$ cat config.mk
export PLATFORM = sky130hd
export DESIGN_NAME = i2lbs_window_scheduler
export DESIGN_NICKNAME = d
export VERILOG_FILES = /design/src/rtl/i2lbs_window_scheduler.sv
export SDC_FILE = /design/constraint.sdc
export NUM_CORES = 1
export LEC_CHECK = 0
export ABC_AREA = 1
export ABC_CLOCK_PERIOD_IN_PS = 1800
export CORE_MARGIN = 2
export CORE_UTILIZATION = 53
export DETAILED_ROUTE_END_ITERATION = 10
export MAX_ROUTING_LAYER = met4
export PLACE_DENSITY = 0.8
export REMOVE_ABC_BUFFERS = 1
export SYNTH_ARGS = -nofsm -noshare
export SYNTH_HDL_FRONTEND = slang
export SYNTH_SLANG_ARGS = --single-unit
$ cat constraint.sdc
create_clock -name clk -period 1.8 [get_ports clk]
set_clock_uncertainty 0.1 [all_clocks]
set_input_delay 0.36 -clock clk [delete_from_list [all_inputs] [get_ports clk]]
set_output_delay 0.36 -clock clk [all_outputs]
set_load 0.005 [all_outputs]
$ cat src/rtl/i2lbs_window_scheduler.sv
// Streams camera pixels into the line-buffer memory and stalls the camera while each resident window is classified.
// Optional WINDOW_STRIDE2_EN: only windows with even top-left coordinates are issued.
module i2lbs_window_scheduler #(
  parameter int DATA_WIDTH_12       = 12,
  parameter int DATA_WIDTH_16       = 16,
  parameter int INTEGRAL_WIDTH      = 3,
  parameter int INTEGRAL_HEIGHT     = 3,
  parameter int FRAME_CAMERA_WIDTH  = 10,
  parameter int FRAME_CAMERA_HEIGHT = 10
) (
  input  logic                     clk,
  input  logic                     reset,
  input  logic                     i_frame_start,
  input  logic                     i_pixel_valid,
  input  logic [DATA_WIDTH_16-1:0] i_pixel,
  output logic                     o_pixel_ready,
  output logic                     o_mem_wen,
  output logic [DATA_WIDTH_16-1:0] o_mem_pixel,
  output logic                     o_window_valid,
  output logic [DATA_WIDTH_12-1:0] o_window_x,
  output logic [DATA_WIDTH_12-1:0] o_window_y,
  input  logic                     i_classify_done,
  output logic                     o_frame_done,
  output logic                     o_busy
);

  localparam logic [DATA_WIDTH_12-1:0] LP_X_MAX = DATA_WIDTH_12'(FRAME_CAMERA_WIDTH - 1);
  localparam logic [DATA_WIDTH_12-1:0] LP_Y_MAX = DATA_WIDTH_12'(FRAME_CAMERA_HEIGHT - 1);
  localparam logic [DATA_WIDTH_12-1:0] LP_X_OFS = DATA_WIDTH_12'(INTEGRAL_WIDTH - 1);
  localparam logic [DATA_WIDTH_12-1:0] LP_Y_OFS = DATA_WIDTH_12'(INTEGRAL_HEIGHT - 1);

  typedef enum logic [1:0] {S_IDLE, S_STREAM, S_WAIT_CLASSIFY, S_FRAME_DONE} state_t;

  state_t                     r_state;
  state_t                     w_next;
  logic [DATA_WIDTH_12-1:0]   r_x;
  logic [DATA_WIDTH_12-1:0]   r_y;
  logic                       r_last;
  logic                       r_mem_wen;
  logic [DATA_WIDTH_16-1:0]   r_mem_pixel;
  logic [DATA_WIDTH_12-1:0]   r_win_x;
  logic [DATA_WIDTH_12-1:0]   r_win_y;

  logic                       w_accept;
  logic                       w_x_last;
  logic                       w_y_last;
  logic                       w_qualify;
  logic                       w_issue;
  logic [DATA_WIDTH_12-1:0]   w_win_x;
  logic [DATA_WIDTH_12-1:0]   w_win_y;

  // Frame start always wins over a pixel presented in the same cycle.
  assign w_accept  = i_pixel_valid && (r_state == S_STREAM) && !i_frame_start;
  assign w_x_last  = (r_x == LP_X_MAX);
  assign w_y_last  = (r_y == LP_Y_MAX);
  assign w_qualify = (r_x >= LP_X_OFS) && (r_y >= LP_Y_OFS);
  assign w_win_x   = r_x - LP_X_OFS;
  assign w_win_y   = r_y - LP_Y_OFS;

`ifdef WINDOW_STRIDE2_EN
  assign w_issue = w_qualify && !w_win_x[0] && !w_win_y[0];
`else
  assign w_issue = w_qualify;
`endif

  always_comb begin
    w_next = r_state;
    if (i_frame_start) begin
      w_next = S_STREAM;
    end else begin
      case (r_state)
        S_STREAM: begin
          if (w_accept) begin
            if (w_issue)                  w_next = S_WAIT_CLASSIFY;
            else if (w_x_last && w_y_last) w_next = S_FRAME_DONE;
          end
        end
        S_WAIT_CLASSIFY: begin
          if (i_classify_done) w_next = r_last ? S_FRAME_DONE : S_STREAM;
        end
        S_FRAME_DONE: w_next = S_IDLE;
        default:      w_next = r_state;
      endcase
    end
  end

  always_ff @(posedge clk or negedge reset) begin
    if (!reset) r_state <= S_IDLE;
    else        r_state <= w_next;
  end

  always_ff @(posedge clk or negedge reset) begin
    if (!reset) begin
      r_x    <= '0;
      r_y    <= '0;
      r_last <= 1'b0;
    end else if (i_frame_start) begin
      r_x    <= '0;
      r_y    <= '0;
      r_last <= 1'b0;
    end else if (w_accept) begin
      r_last <= w_x_last && w_y_last;
      if (w_x_last) begin
        r_x <= '0;
        r_y <= w_y_last ? '0 : r_y + 1'b1;
      end else begin
        r_x <= r_x + 1'b1;
      end
    end
  end

  always_ff @(posedge clk or negedge reset) begin
    if (!reset) begin
      r_mem_wen   <= 1'b0;
      r_mem_pixel <= '0;
      r_win_x     <= '0;
      r_win_y     <= '0;
    end else begin
      r_mem_wen <= w_accept;
      if (w_accept) r_mem_pixel <= i_pixel;
      if (w_accept && w_issue) begin
        r_win_x <= w_win_x;
        r_win_y <= w_win_y;
      end
    end
  end

  assign o_pixel_ready  = (r_state == S_STREAM) && !i_frame_start;
  assign o_mem_wen      = r_mem_wen;
  assign o_mem_pixel    = r_mem_pixel;
  assign o_window_valid = (r_state == S_WAIT_CLASSIFY);
  assign o_window_x     = r_win_x;
  assign o_window_y     = r_win_y;
  assign o_frame_done   = (r_state == S_FRAME_DONE);
  assign o_busy         = (r_state != S_IDLE);

endmodule

* After elaboration in Yosys (flattened, before gate mapping)
Index checks and enable logic that the tools add are counted.
Widths: inputs -> output; s select.
** Storage, ports and cells
- Input bits :: 21
- Flip-flop bits (word level) :: 68
- Output and inout port bits :: 45
- Word-level logic and storage cells :: 51
** Operators by class
- Mux-type cells :: 16
- Equal/unequal tests :: 8
- $lt $le $gt $ge :: 2
- $add $sub $neg :: 4
- Reductions and logical operators :: 13
** Operators by type and width (number)
- $mux 12 :: 7
- $add 12x1->12 const B :: 2
- $eq 12x4->1 const B :: 2
- $ge 12x2->1 const B :: 2
- $sub 12x2->12 const B :: 2
- $mux 2 :: 6
- $logic_and 1x1->1 :: 6
- $pmux 2 s3 :: 1
- $reduce_bool 2->1 :: 3
- $eq 2x2->1 const B :: 2
- $ne 4x3->1 const B :: 1
- $reduce_and 4->1 :: 1
- $reduce_bool 4->1 :: 1
- $ne 3x2->1 const B :: 1
- $ne 3x3->1 const B :: 1
- $eq 2x1->1 const B :: 1
- $mux 1 :: 2
- $reduce_and 2->1 :: 1
- $logic_not 1->1 :: 1

* Depth between registers and ports, before layout
Gate-level depths: netlist of the first run.
- Depth in word-level cells :: 7
- Depth in mapped cells :: 10
- Gate-level depth less buffers :: 10

* Least setup slack after synthesis of the first run
OpenSTA, ideal clock, no wires.
- Kind :: register -> register
- Start :: reg r_x[1]
- End :: reg r_x[7]
- Setup time :: 120 ps
- Setup slack :: 148 ps
- Cell stages (with the launch flop) :: 10
- Arrival :: 1432 ps
- Path buffers :: 1
- Required time :: 1580 ps
- Path through :: dfrtp_1 -> inv_1 -> ha_1 -> nand2_1 -> nor2_1 -> nand3b_4 -> nand2_4 -> inv_2 -> buf_6 -> and3_1
** Between the ends
- Word-level cells in the longest chain between the ends :: 4
** RTL lines
- start, declared :: line 36 : logic [DATA_WIDTH_12-1:0] r_x;
- start signal, assigned :: line 107 : r_x <= r_x + 1'b1;
- $add 12x1->12 / $eq 12x4->1 (equally long branches) :: line 107, 54
- $mux 12 (*) :: line 103 : if (w_x_last) begin
- $mux 12 (*) :: line 101 : end else if (w_accept) begin
- $mux 12 (*) :: line 97 : end else if (i_frame_start) begin
Every way passes the cells marked *; elsewhere a longest branch is shown, timed or not. The select of a mux whose other input is x is not followed.
A chain may end at the register's enable or synchronous reset.

* Worst setup path in the final report of the first run
- Start :: reg r_state[0]
- End :: out o_window_valid
** Between the ends
- Word-level cells in the longest chain between the ends :: 1
** RTL lines
- start, declared :: line 34 : state_t r_state;
- start signal, assigned :: line 89 : else r_state <= w_next;
- $eq 2x2->1 :: line 131 : assign o_window_valid = (r_state == S_WAIT_CLASSIFY);
- end, declared :: line 19 : output logic o_window_valid,
No other way between the ends.

==> results of run 1 <==
registers in the layout (all words and copies together) (netlist names):
signal	count
r_y	12
o_mem_pixel	16
o_window_y	12
o_mem_wen	1
r_state	2
o_window_x	12
r_last	1
r_x	12
what timing repair did:
| item | in CTS | in global routing |
|---|---|---|
| hold endpoints to repair | 17 | 0 |
| buffers inserted | 2 | 0 |
| resized for setup | 7 | 10 |
| endpoints found under the setup margin | 4 | 16 |
| hold buffers | 1 | 0 |
| pin swaps | 0 | 2 |
cell usage after synthesis:
| cell type | count |
|---|---|
| o211ai_1 | 1 |
| inv_2 | 3 |
| nand2_2 | 5 |
| a211oi_1 | 1 |
| nand2_4 | 1 |
| nor3_1 | 7 |
| nor3b_1 | 1 |
| o22ai_1 | 2 |
| inv_1 | 38 |
| and3_1 | 2 |
| xnor2_1 | 1 |
| nor2_2 | 4 |
| clkbuf_1 | 1 |
| o21bai_1 | 3 |
| buf_6 | 6 |
| nand3b_1 | 1 |
| nor2_4 | 4 |
| nand3_1 | 21 |
| nand3_4 | 1 |
| a21boi_1 | 1 |
| nor2_1 | 45 |
| a21oi_1 | 3 |
| buf_2 | 3 |
| nand3b_4 | 1 |
| o21ai_1 | 10 |
| nand4_1 | 15 |
| buf_8 | 1 |
| buf_4 | 6 |
| inv_4 | 1 |
| ha_1 | 10 |
| xor2_1 | 15 |
| dfrtp_1 | 68 |
| nand2_1 | 160 |
| o21ai_0 | 25 |
| o21ai_2 | 3 |
| nand3_2 | 3 |
layout by cell type (no fill, tap or decap), drive strengths merged:
cell	count
nand2	166
o21bai	3
and3	2
o22ai	2
a21boi	1
clkdlybuf4s50	60
a21oi	3
o21ai	38
clkinv	3
nor3b	1
a211oi	1
nand3b	2
xnor2	1
ha	10
bufinv	3
o211ai	1
buf	38
nor3	7
dlygate4sd2	3
dfrtp	68
nand3	25
inv	42
nor2	53
xor2	15
clkbuf	11
dlygate4sd3	1
nand4	15
path summary, 6_finish.rpt:
kind,depth (start not counted),start,slack [ns],to
worst min register to register,2,o_mem_pixel[6],0.38,o_mem_pixel[6]
worst min-delay path,2,o_mem_pixel[6],0.38,o_mem_pixel[6]
worst max register to register,7,r_x[8],0.09,r_y[2]
max in group asynchronous,3,reset,0.55,r_y[3]
min in group asynchronous,2,reset,0.40,o_mem_pixel[5]
worst max-delay path,3,r_state[0],0.07,o_window_valid
final cells by class:
type / count / area (µm²) / area share, %
inverter: 42 / 160 / 3.23
tap: 96 / 120 / 2.42
timing repair buffer: 103 / 962 / 19.4
sequential: 68 / 1700 / 34.3
clock inverter: 6 / 113 / 2.27
clock buffer: 10 / 128 / 2.57
multi-input combinational: 346 / 1780 / 35.8
power by group:
part / total (mW) / leakage, nW / switching (mW) / internal (mW)
combinational: 1.19 / 1.45 / 0.538 / 0.655
sequential: 1.92 / 0.898 / 0.154 / 1.77
clock: 1.52 / 0.120 / 0.598 / 0.923
total: 4.64 / 2.47 / 1.29 / 3.35
tightest hold or removal path, cell delays in order (launching register included):
cell     delay, ns
dfrtp_1       0.35
nand2_1       0.05
nand2_1       0.05
metrics by stage:
stage          setup TNS (ns)  cell area (µm²)  hold WS [ns]  instances
2_1_floorplan           -2.09             3610       -0.0356        456
3_3_place_gp            -1.76             4680         0.236        652
3_5_place_dp            -3.49             4680         0.231        652
4_1_cts                     0             4950         0.380        671
5_1_grt               -0.0850             4960         0.399        671
6_report                    0             4960         0.378        671
routing by layer:
layer	up-vias	wire (µm)
met4	0	189
met1	1650	4080
met3	21	627
met5	-	0
li1	1704	-
met2	139	4470
cells by family (layout without fill, tap and decap cells):
family,count (synthesis),after routing
XOR/XNOR,16,16
flip-flops,68,68
AND/OR/NAND/NOR,271,271
AO/OA/AOI/OAI,49,49
buffers and inverters,59,161
adder cells (fa/ha/maj),10,10
==> flow_metrics.env, run 1 <==
export IMPL_outcome="finished, final reports clean"
export IMPL_syn_avg_cell_area_um2=7.95
export IMPL_layout_drive_gt1_share_pct=15.3
export IMPL_grt_pass1_wl_um=15700
export IMPL_worstPathCellList="buf_4 > nor2_4 > dlygate4sd2_1"
export IMPL_met3_usage_pct=3.92
export IMPL_worst_path_buf_inv=2
export IMPL_final_core_util_pct=72.7
export IMPL_period_minus_slack_ns=1.73
export IMPL_synthAdderAreaFrac_pct=3.33
export IMPL_ys_seq_area_share_pct=45.3
export IMPL_antenna_left=0
export IMPL_power_total_mw=4.64
export IMPL_worstPathArrival_ns=1.27
export IMPL_setup_ws_ns=0.0698
export IMPL_numCtsBuffers=9
export IMPL_synth_xor_area_share_pct=3.73
export IMPL_postRouteWirelength_um=9370
export IMPL_antennaDiodeCount=0
export IMPL_grt_max_degree=21
export IMPL_clock_path_buffers=2
export IMPL_ys_ff_latch=68
export IMPL_dieHeight_um=88.2
export IMPL_tritoncts="done"
export IMPL_synthesis_area_um2=3760
export IMPL_power_density_nw_per_um2=934
export IMPL_wl_per_cell_um=14.0
export IMPL_io_buffers=65
export IMPL_peakVddDrop_uv=415
export IMPL_max_freq_mhz=578
export IMPL_synth_compound_area_share_pct=7.29
export IMPL_numClockSinks=68
export IMPL_cp_data_required_time_ns=1.34
export IMPL_cpPeakStageDelay_ns=0.40
export IMPL_row_count=30
export IMPL_synthTopCellsByArea="dfrtp_1, nand2_1, nor2_1, inv_1, xor2_1"
export IMPL_cts_root_buf="clkbuf_8"
export IMPL_ys_warn_count=0
export IMPL_gp_congestion=0.917
export IMPL_vias_per_cell=5.24
export IMPL_hold_violations=0
export IMPL_overflow=0
export IMPL_crit_slowest_cell="dfrtp_1"
export IMPL_setup_worst_path_start_class="flop"
export IMPL_place_hpwl_um=6930
export IMPL_synth_cell_types=36
export IMPL_grt_busiest_layer="met2"
export IMPL_synth_top_family_by_area="simple AND/OR/NAND/NOR gates"
export IMPL_grt_util_met1_pct=32.6
export IMPL_dieArea_um2=7780
export IMPL_placeableCoreArea_um2=6830
export IMPL_path_delay_family="buffers and inverters"
export IMPL_die_x_um=88.2
export IMPL_finalMaxSlewViolations=0
export IMPL_antenna_found_initial=0
export IMPL_critPathKind="reg -> out"
export IMPL_dpl_worst_slack_ns=-0.211
export IMPL_dr_first_iter_drc_count=211
export IMPL_area_growth_pct=32.1
export IMPL_final_fill_count=515
export IMPL_initial_core_util_pct=55.0
export IMPL_syn_inst=473
export IMPL_cts_htree_levels=3
export IMPL_maxSlewHeadroom_pct=69.0
export IMPL_grt_util_met2_pct=43.7
export IMPL_yosysTopAreaCellShare_pct=45.3
export IMPL_endpoint_kind="primary output"
export IMPL_post_route_period_util_pct=96.1
export IMPL_firstDrtPassIters=5
export IMPL_vias=3514
export IMPL_rsz0062_at_grt="yes"
export IMPL_clk_latency_ns=0.34
export IMPL_p_leak_nw=2.47
export IMPL_fin_nets=601
export IMPL_setup_viol_count_final=0
export IMPL_top_level_ports=66
export IMPL_critPathMaxFanout=3
export IMPL_maxCapViolations=0
export IMPL_grt_total_usage_pct=26.5
export IMPL_grt_pass1_vias=3473
export IMPL_clk_pin_slew_ns=0.07
export IMPL_worst_pin_slew_ns=0.465
export IMPL_synth_simple_area_share_pct=32.2
export IMPL_hold_path_class="reg -> reg"
export IMPL_muxShareOfSynthArea_pct=0
export IMPL_drc=0
export IMPL_netlist_top_cell_by_area="dfrtp_1"
No activity file was read; power rests on OpenSTA's default activity.
==> inputs of run 2 (changes only) <==
--- a/config.mk
+++ b/config.mk
@@ -6,12 +6,13 @@
 export NUM_CORES = 1
 export LEC_CHECK = 0
 export ABC_AREA = 1
-export ABC_CLOCK_PERIOD_IN_PS = 1800
+export ABC_CLOCK_PERIOD_IN_PS = 2000
 export CORE_MARGIN = 2
-export CORE_UTILIZATION = 53
+export CORE_UTILIZATION = 55
+export CTS_CLUSTER_DIAMETER = 100
 export DETAILED_ROUTE_END_ITERATION = 10
 export MAX_ROUTING_LAYER = met4
-export PLACE_DENSITY = 0.8
+export PLACE_DENSITY = 0.83
 export REMOVE_ABC_BUFFERS = 1
 export SYNTH_ARGS = -nofsm -noshare
 export SYNTH_HDL_FRONTEND = slang
==> constraint.sdc (replaced) <==
create_clock -name clk -period 2 [get_ports clk]
set_clock_uncertainty 0.1 [all_clocks]
set_input_delay 0.4 -clock clk [delete_from_list [all_inputs] [get_ports clk]]
set_output_delay 0.4 -clock clk [all_outputs]
set_load 0.005 [all_outputs]
==> run 2 against run 1 <==
Compared with the run above: global-route usage is 1.2 points lower; hold slack lost 0.0071 ns; register-to-register slack better by 0.09 ns; die area decreased by 3.5%; final cell count fell by 5.5%; final area fell by 4.1%; power fell by 12%; wire length decreased by 6.3%; worst setup slack better by 0.015 ns; critical endpoint is now o_busy; highest routed layer unchanged.
==> flow_metrics.env, run 2 (synthesis results as in run 1) <==
export IMPL_outcome="finished, final reports clean"
export IMPL_worst_path_buf_inv=2
export IMPL_tritoncts="done"
export IMPL_dieHeight_um=86.7
export IMPL_finalMaxSlewViolations=0
export IMPL_cp_data_required_time_ns=1.50
export IMPL_power_total_mw=4.10
export IMPL_layout_common_cells="nand2_1, dfrtp_1, clkdlybuf4s50_1"
export IMPL_setup_tns_ns=0
export IMPL_vias_per_cell=5.40
export IMPL_gp_congestion=0.892
export IMPL_swShare_pct=28.2
export IMPL_hold_violations=0
export IMPL_worstPathArrival_ns=1.42
export IMPL_antenna_found_initial=0
export IMPL_setup_viol_count_final=0
export IMPL_clk_pin_slew_ns=0.08
export IMPL_grt_pass1_vias=3212
export IMPL_cpPeakStageDelay_ns=0.49
export IMPL_dr_first_iter_drc_count=198
export IMPL_hold_path_class="reg -> reg"
export IMPL_dieArea_um2=7510
export IMPL_antenna_left=0
export IMPL_area_growth_pct=26.7
export IMPL_max_freq_mhz=522
export IMPL_numClockSinks=68
export IMPL_firstDrtPassIters=4
export IMPL_final_fill_count=506
export IMPL_clock_path_buffers=2
export IMPL_layout_commonest_cell="nand2_1"
export IMPL_min_from="o_mem_pixel[5]"
export IMPL_row_count=30
export IMPL_io_buffers=65
export IMPL_drc=0
export IMPL_grt_total_usage_pct=25.3
export IMPL_overflow=0
export IMPL_maxSlewHeadroom_pct=69.5
export IMPL_rsz0062_at_grt="no"
export IMPL_layout_drive_gt1_share_pct=11.4
export IMPL_pwr_share_comb_pct=25.7
export IMPL_power_switching_mw=1.16
export IMPL_internal_power_mw=2.95
export IMPL_top_level_ports=66
export IMPL_p_clk_share_pct=31.9
export IMPL_placeableCoreArea_um2=6720
export IMPL_maxCapViolations=0
export IMPL_period_minus_slack_ns=1.92
export IMPL_worstPathCellList="inv_1 > nand2_1 > clkdlybuf4s50_1"
export IMPL_clk_latency_ns=0.35
export IMPL_grt_pass1_wl_um=14400
export IMPL_crit_start="r_state[0]"
export IMPL_numCtsBuffers=9
export IMPL_power_density_nw_per_um2=861
export IMPL_worst_pin_slew_ns=0.457
export IMPL_crit_slowest_cell="clkdlybuf4s50_1"
export IMPL_critPathKind="reg -> out"
export IMPL_post_route_period_util_pct=95.8
export IMPL_path_delay_family="buffers and inverters"
export IMPL_vias=3426
export IMPL_r2r_start="r_y[4]"
export IMPL_pwr_share_seq_pct=42.3
export IMPL_postRouteWirelength_um=8780
export IMPL_peakVddDrop_uv=471
export IMPL_cts_root_buf="clkbuf_8"
export IMPL_initial_core_util_pct=55.9
export IMPL_endpoint_kind="primary output"
export IMPL_setup_worst_path_start_class="flop"
export IMPL_grt_max_degree=69
export IMPL_cts_htree_levels=3
export IMPL_antennaDiodeCount=0
export IMPL_die_x_um=86.7
export IMPL_place_hpwl_um=6390
export IMPL_p_leak_nw=2.37
export IMPL_wl_per_cell_um=13.8
export IMPL_largest_reg_flops=16
export IMPL_critPathMaxFanout=4
export IMPL_fin_nets=580
[run 2: what timing repair did]
action	4_1_cts	5_1_grt
pin swaps	1	0
buffers inserted	3	0
endpoints found under the setup margin	2	6
hold buffers	1	0
gates resized for setup	4	4
endpoints found under the hold margin	68	0
[run 2: layout make-up]
cell class,instances,area (µm²),share of cell area [%]
repair buffers,82,801,16.8
flip-flops and latches,68,1700,35.7
inverters,42,160,3.36
clock inverters,5,82.6,1.73
clock buffers,11,151,3.18
multi-input cells,346,1770,37.1
well taps,80,100,2.10
[run 2: power by group through the flow]
stage / Sequential [mW] / Combinational [mW] / Clock, mW
3_3_place_gp: 1.74 / 1.00 / 0
4_1_cts: 1.74 / 1.06 / 1.33
2_1_floorplan: 1.76 / 0.397 / 0
6_report: 1.74 / 1.06 / 1.31
5_1_grt: 1.76 / 1.18 / 1.39
3_5_place_dp: 1.76 / 1.04 / 0
[run 2: stage by stage]
stage               worst slack (ns)  util [%]  cell area (µm²)  std cells  hold slack [ns]
finish                        0.0847      70.9             4760        634            0.370
global route                  0.0136      70.9             4760        634            0.401
CTS                          0.00955      70.7             4750        634            0.376
detailed placement            -0.142      66.7             4480        614            0.348
global placement             -0.0824      66.7             4480        614            0.344
floorplan                     0.0827         -             3610        456          0.00441
[run 2: metal layers]
metal / vias up / global-route usage, % / part of all wire [%]
li1: 1666 / - / -
met5: - / - / 0
met3: 14 / 5.71 / 7.8
met1: 1599 / 30.3 / 42
met2: 147 / 41.0 / 48
met4: 0 / 10.8 / 1.7
[run 2: path summary, 6_finish.rpt]
kind | end | slack, ns | depth (start not counted)
setup / recovery | o_busy | 0.08 | 3
max in group asynchronous | r_state[0] | 0.98 | 3
hold / removal | o_mem_pixel[5] | 0.37 | 2
hold reg to reg | o_mem_pixel[5] | 0.37 | 2
min in group asynchronous | o_mem_pixel[15] | 0.50 | 3
setup reg to reg | o_window_x[7] | 0.18 | 9
[run 2: tightest hold or removal path, delay by kind of cell, from the launching register on]
kind / cells / cell delay (ns)
flops: 1 / 0.34
simple gates: 2 / 0.10
==> inputs of run 3 (changes only) <==
--- a/config.mk
+++ b/config.mk
@@ -14,6 +14,7 @@
 export MAX_ROUTING_LAYER = met4
 export PLACE_DENSITY = 0.83
 export REMOVE_ABC_BUFFERS = 1
+export SLEW_MARGIN = 20
 export SYNTH_ARGS = -nofsm -noshare
 export SYNTH_HDL_FRONTEND = slang
 export SYNTH_SLANG_ARGS = --single-unit
==> results of run 3 <==
The final DEF is identical to that of run 2; final timing and power are the same.
